`config.mk`:
```
export PLATFORM = sky130hd
export DESIGN_NAME = icache_ctrl
export DESIGN_NICKNAME = d
export VERILOG_FILES = /design/src/rtl/icache_ctrl.sv
export SDC_FILE = /design/constraint.sdc
export NUM_CORES = 1
export LEC_CHECK = 0
export BUFFER_PORTS_ARGS = -buffer_cell sky130_fd_sc_hd__buf_2
export CAP_MARGIN = 20
export CORE_AREA = 2 2 273 275
export DETAILED_ROUTE_END_ITERATION = 16
export DIE_AREA = 0 0 275 277
export GPL_TIMING_DRIVEN = 1
export PLACE_DENSITY = 0.36
export SLEW_MARGIN = 10
export SYNTH_ARGS = -nofsm -noshare
export SYNTH_HDL_FRONTEND = slang
export SYNTH_SLANG_ARGS = --single-unit
```
`constraint.sdc`:
```
create_clock -name clk -period 6.05 [get_ports clk]
set_clock_uncertainty 0.15 [all_clocks]
set_input_delay 0.605 -clock clk [delete_from_list [all_inputs] [get_ports clk]]
set_output_delay 0.605 -clock clk [all_outputs]
set_load 0.02 [all_outputs]
```
`src/rtl/icache_ctrl.sv`:
```
// L1 instruction-cache controller: same-cycle 2-way lookup on hits, stalls IF and refills the LRU way from L2 on misses.
// Hit latency 0 cycles; miss delivers 3 cycles plus the L2 wait after the miss cycle. if_stall holds IF for the whole refill.
module icache_ctrl #(
  parameter int CNT_W = 16
) (
  input  logic             clk,
  input  logic             reset,
  input  logic             if_req,
  input  logic [31:0]      if_addr,
  output logic [31:0]      insn,
  output logic             if_stall,
  output logic             tag0_rw,
  output logic             tag1_rw,
  output logic [7:0]       index,
  output logic [19:0]      tag_wd,
  input  logic [20:0]      tag0_rd,
  input  logic [20:0]      tag1_rd,
  input  logic             lru,
  input  logic             complete,
  output logic             data0_rw,
  output logic             data1_rw,
  output logic [127:0]     data_wd,
  input  logic [127:0]     data0_rd,
  input  logic [127:0]     data1_rd,
  output logic             l2_req,
  output logic [31:0]      l2_addr,
  input  logic             l2_rdy,
  input  logic [127:0]     l2_data,
  output logic [CNT_W-1:0] miss_cnt
);

  localparam logic [1:0] LOOKUP    = 2'd0;
  localparam logic [1:0] L2_WAIT   = 2'd1;
  localparam logic [1:0] FILL      = 2'd2;
  localparam logic [1:0] WAIT_CMPL = 2'd3;

  localparam logic READ  = 1'b0;
  localparam logic WRITE = 1'b1;

  logic [1:0]   state;
  logic [31:4]  miss_addr;
  logic         victim;
  logic [127:0] fill_buf;
  logic         hit0, hit1, hit;
  logic [127:0] blk;
  logic         unused_bits;

  assign hit0 = tag0_rd[20] && (tag0_rd[19:0] == if_addr[31:12]);
  assign hit1 = tag1_rd[20] && (tag1_rd[19:0] == if_addr[31:12]);
  assign hit  = hit0 | hit1;
  assign blk  = hit0 ? data0_rd : data1_rd;

  always_comb begin
    insn = blk[31:0];
    case (if_addr[3:2])
      2'd0: insn = blk[31:0];
      2'd1: insn = blk[63:32];
      2'd2: insn = blk[95:64];
      2'd3: insn = blk[127:96];
      default: insn = blk[31:0];
    endcase
  end

  assign if_stall = (state != LOOKUP) | (if_req & ~hit);
  // Outside LOOKUP the RAMs are addressed by the latched miss, so IF address churn is harmless.
  assign index    = (state == LOOKUP) ? if_addr[11:4] : miss_addr[11:4];
  assign tag_wd   = miss_addr[31:12];
  assign data_wd  = fill_buf;
  assign l2_req   = (state == L2_WAIT);
  assign l2_addr  = {miss_addr, 4'h0};

  assign tag0_rw  = (state == FILL && !victim) ? WRITE : READ;
  assign tag1_rw  = (state == FILL &&  victim) ? WRITE : READ;
  assign data0_rw = tag0_rw;
  assign data1_rw = tag1_rw;

  assign unused_bits = ^if_addr[1:0];

  always_ff @(posedge clk or posedge reset) begin
    if (reset) begin
      state     <= LOOKUP;
      miss_addr <= '0;
      victim    <= 1'b0;
      fill_buf  <= '0;
      miss_cnt  <= '0;
    end else begin
      case (state)
        LOOKUP: begin
          if (if_req && !hit) begin
            miss_addr <= if_addr[31:4];
            victim    <= lru;
            if (miss_cnt != {CNT_W{1'b1}})
              miss_cnt <= miss_cnt + {{(CNT_W-1){1'b0}}, 1'b1};
            state     <= L2_WAIT;
          end
        end
        L2_WAIT: begin
          if (l2_rdy) begin
            fill_buf <= l2_data;
            state    <= FILL;
          end
        end
        FILL: state <= WAIT_CMPL;
        WAIT_CMPL: begin
          // No timeout: a lost completion leaves IF stalled by design.
          if (complete)
            state <= LOOKUP;
        end
        default: state <= LOOKUP;
      endcase
    end
  end

endmodule

```
# After elaboration in Yosys (flattened, before gate mapping)
# Index checks and enable logic that the tools add are counted.
# Widths: inputs -> output; s select.
[word_totals]
register_bits = 175
in_bits = 464
out_inout_bits = 242
[classes]
n_addsub = 1
n_eq_ne = 12
n_mux = 9
bitwise_logic = 4
reduce_logical = 14
[ops]
columns = ["op", "count"]
rows = [
  ["$mux 128", 1],
  ["$pmux 32 s4", 1],
  ["$eq 20x20->1", 2],
  ["$add 16x1->16 const B", 1],
  ["$ne 16x16->1 const B", 1],
  ["$eq 2x2->1 const B", 4],
  ["$mux 8", 1],
  ["$pmux 2 s4", 1],
  ["$mux 2", 3],
  ["$reduce_and 3->1", 2],
  ["$logic_and 1x1->1", 5],
  ["$eq 2x1->1 const B", 2],
  ["$logic_not 2->1", 2],
  ["$ne 2x1->1 const B", 2],
  ["$reduce_and 2->1", 2],
  ["$logic_not 1->1", 2],
  ["$mux 1", 2],
  ["$ne 2x2->1 const B", 1],
  ["$or 1x1->1", 2],
  ["$reduce_bool 2->1", 1],
  ["$and 1x1->1", 1],
  ["$not 1->1", 1],
]

# Logic depth before layout (Yosys ltp)
[logic_depth]
word_depth = 7
ltp_mapped = 8

# Worst setup path before layout
# Ideal clock, no wire load.
[synth_timing]
kind = "input -> output"
start = "input tag0_rd[19]"
end = "output insn[0]"
arrival_ps = 2339
t_required_ps = 5295
setup_slack_ps = 2956
cell_stages = 7
n_path_buf = 1
cell_sequence = "xor2_1 nor4_1 nand2_1 nor4_2 nand4_2 buf_6 mux4_2"
[synth_between]
elab_chain_len = 4
[synth_lines]
columns = ["element", "line", "source"]
rows = [
  ["start, declared", "16", "input logic [20:0] tag0_rd,"],
  ["$eq 20x20->1", "48", "assign hit0 = tag0_rd[20] && (tag0_rd[19:0] == if_addr[31:12]);"],
  ["$logic_and 1x1->1", "48", ""],
  ["$mux 128", "51", "assign blk = hit0 ? data0_rd : data1_rd;"],
  ["$pmux 32 s4", "55", "case (if_addr[3:2])"],
  ["end, declared", "10", "output logic [31:0] insn,"],
]
# No other way between the ends.

# Final worst setup path
[layout_timing]
start = "input if_addr[12]"
end = "output insn[10]"
[layout_between]
elab_chain_len = 4
[layout_lines]
columns = ["element", "line", "source"]
rows = [
  ["start, declared", "9", "input logic [31:0] if_addr,"],
  ["$eq 20x20->1", "48", ""],
  ["$logic_and 1x1->1", "48", ""],
  ["$mux 128", "51", ""],
  ["$pmux 32 s4", "55", ""],
]
# No other way between the ends.

==> impl_results.md <==
- Clock tree buffer depth: 2
- Row cnt: 100
- Worst Reg-to-Reg Cells: 6
- R2R Setup Slk: 3.43 ns
- Routed len/inst: between 20 and 25 µm
- Antenna violations before repair: 13
- Core Area: approximately 74000 µm²
- PortBufs: between 600 and 700
- Num Clock Sinks: 175
- Initial Util: 0.1346
- Tightest Hold Check Type: input pin to asynchronous set/reset pin
- Die footprint: approximately 76000 µm²
- CTS resizes: 0
- Routed wire length: slightly below 50 mm
- CTS tree: yes
- Synthesis Warnings: 0
- Total GRT Usage: 0.1219
- Worst slew pin tran: 0.9215 ns
- Finished Core Util: 0.2043
- Drt initial violations: between 200 and 250
- Fin. Hold Viols: 0
- Final GP Congestion: 0.7866
- I/O pins: between 700 and 800
- Setup_tns: 0 ns
- Ys flop type: dfrtp_1
- Total gr overflow: 0
- Final ANT Viol Nets: 0
- Setup repair after global routing missed its margin: no
- Max VDD drop: between 0.2 and 0.3 mV
- Max-slew violations: 0
- Reg-to-reg startpoint: state[1]
- Yosys reg bits: approximately 180
- Skew-Pair Late Insertion Delay: about 0.48 ns
- Crit path kind: input pin to output port
- Leakage: 7.114 nW
- First-pass GRT wire length: around 65 mm
- Combinational group share of total power: 0.492
- H-tree levels: 4
- Worst slew margin: 0.3857
- Width of the die: approximately 280 µm
- Post-Syn Area per Cell: around 14 µm²
- Flop pwr share: 0.322
- Status: completed
- Switching Share: 0.4347
- Final min period: about 4 ns
- Power Density: around 430 nW/µm²
- Cell Area, Synth: between 9000 and 10000 µm²
- Max Cap Violations: 0
- Die Y: 277 µm
- Achievable frequency: 0.2443 GHz
- Root Driver: clkbuf_16
- Fraction of layout instances using a drive strength above 1: 0.7693
- Hpwl dp: 40.43 mm
- Net Sw Power: 0.002813 W
- P&R area growth vs syn: 51.83%
- Fin crit share: 0.6767
- Internal power: 0.003658 W
- Synth unique cells: 35
- Vias: approximately 8600
- CP max FO: 32
- Vias in the first global route: roughly 9500
- Fin nets: 1856
- Drt drc: 0
- Setup Viol. Count Final: 0
- Router iterations before antenna repair: 4
- Drt via density: ~3.6
- Clk network pwr share: 0.187
- Largest net degree at the start of global routing: 108
- Synthesized instance count: between 700 and 800
- Reg2reg end: miss_addr[19]
- CTS buffer count: 17
- Clk slew on worst S/H paths: approximately 0.080 ns
- CP Capture Type: output port
- Postcts setup bufs: 0
- Worst EP arrival: 3.34 ns
- Data required, critical path: 5.29 ns
- Post-synth EDFFs: 0
- Crit path launch type: input pin
- Sequential fraction of the synthesis area: 0.4423
- Asr flop ratio synth: 1.000
- CTS hold repair buffers: 0
-- through the flow --
step | cells | setup slack (ns) | power [W] | hold WS [ns] | cell area, µm²
after global routing | 2371 | 1.685 | 0.006888 | 0.05543 | 15030
after detailed placement | 2336 | 1.681 | 0.005352 | 0.3240 | 14380
after global placement | 2335 | 1.661 | 0.005327 | 0.3262 | 14370
after floorplan | 730 | 0.5498 | 0.004090 | 0.3449 | 9912
final | 2373 | 1.956 | 0.006471 | 0.03673 | 15030
after CTS | 2368 | 1.685 | 0.006625 | 0.007928 | 15010
-- cells in the mapped netlist (5+ instances only) --
master      n  area share
nand3_1    10      0.0051
mux4_2     32       0.073
nor3_1     14      0.0071
clkbuf_1   35       0.013
xor2_1     42       0.037
ha_1        5      0.0063
xnor2_1    10      0.0088
buf_4      26       0.020
nor4_1      9      0.0057
nand4_1    10      0.0063
inv_1       8      0.0030
mux2_2    297        0.34
nand2_1    12      0.0045
dfrtp_1   175        0.44
and3_1      5      0.0032
-- per-layer routing --
metal  up-vias  GRT usage  part of all wire
met5         -          0           0.00021
met2       476     0.2390              0.55
met1      4106     0.1087              0.32
met4         2    0.05281             0.037
li1       3959          -                 -
met3        55    0.04543             0.098
-- sequential cells by signal, summed over array words and instances (netlist names) --
name,count
victim,1
miss_cnt,16
miss_addr,28
data_wd,128
state,2
-- critical path: stages --
cell	delay, ns
buf_2	0.26
xor2_1	0.17
nor4_2	0.53
nand2_1	0.12
nor4_2	0.38
nand4_4	0.12
buf_4	0.34
mux4_2	0.57
buf_2	0.19
-- power groups by stage --
stage	registers [W]	clock network, W	logic, W
global route	0.00217	0.00131	0.00340
global placement	0.00208	0	0.00324
CTS	0.00209	0.00128	0.00326
detailed placement	0.00210	0	0.00325
finish	0.00208	0.00121	0.00318
floorplan	0.00277	0	0.00132
-- worst max path at each step --
stage	slack [ns]	start	to
after global routing	1.68	if_addr[12]	insn[10]
after detailed placement	1.68	if_addr[12]	insn[10]
after global placement	1.66	if_addr[12]	insn[10]
after CTS	1.69	if_addr[12]	insn[10]
final	1.96	if_addr[12]	insn[10]
after floorplan	0.55	reset	data_wd[0]
-- layout by cell type (no fill, tap or decap), types with 2 or more instances in the layout --
master and instances:
xor2_1 42, and4_1 4, and2_1 4, o211ai_1 2, clkbuf_16 17, inv_1 7, buf_2 699, xnor2_1 10
nand3_1 9, conb_1 4, diode_2 4, nor2_1 2, nor4b_1 3, and2_0 2, nor4_1 6, buf_12 3
inv_6 5, nand2_1 11, mux2_2 297, clkinv_8 5, ha_1 5, inv_8 4, nor4_2 4, nor3_1 14
mux4_2 32, nand4_1 10, buf_4 5, dfrtp_1 175, and3_1 5
-- logic make-up after synthesis --
family,after synthesis,synth area share
AND/OR/NAND/NOR,80,0.04726
AO/OA/AOI/OAI,8,0.005434
adder cells (fa/ha/maj),5,0.006319
other,1,0.0003788
flip-flops,175,0.4423
XOR/XNOR,52,0.04600
buffers and inverters,77,0.04170
multiplexers,329,0.4106
-- final cells by class --
class	count	area, µm²
clock buffer	17	425.4
fill	8118	58540
inverter	8	37.54
sequential	175	4379
timing repair buffer	707	3596
antenna	4	10.01
multi-input combinational	478	5166
clock inverter	15	205.2
tap	969	1212
Note: power is estimated with default switching activity, not from simulation.
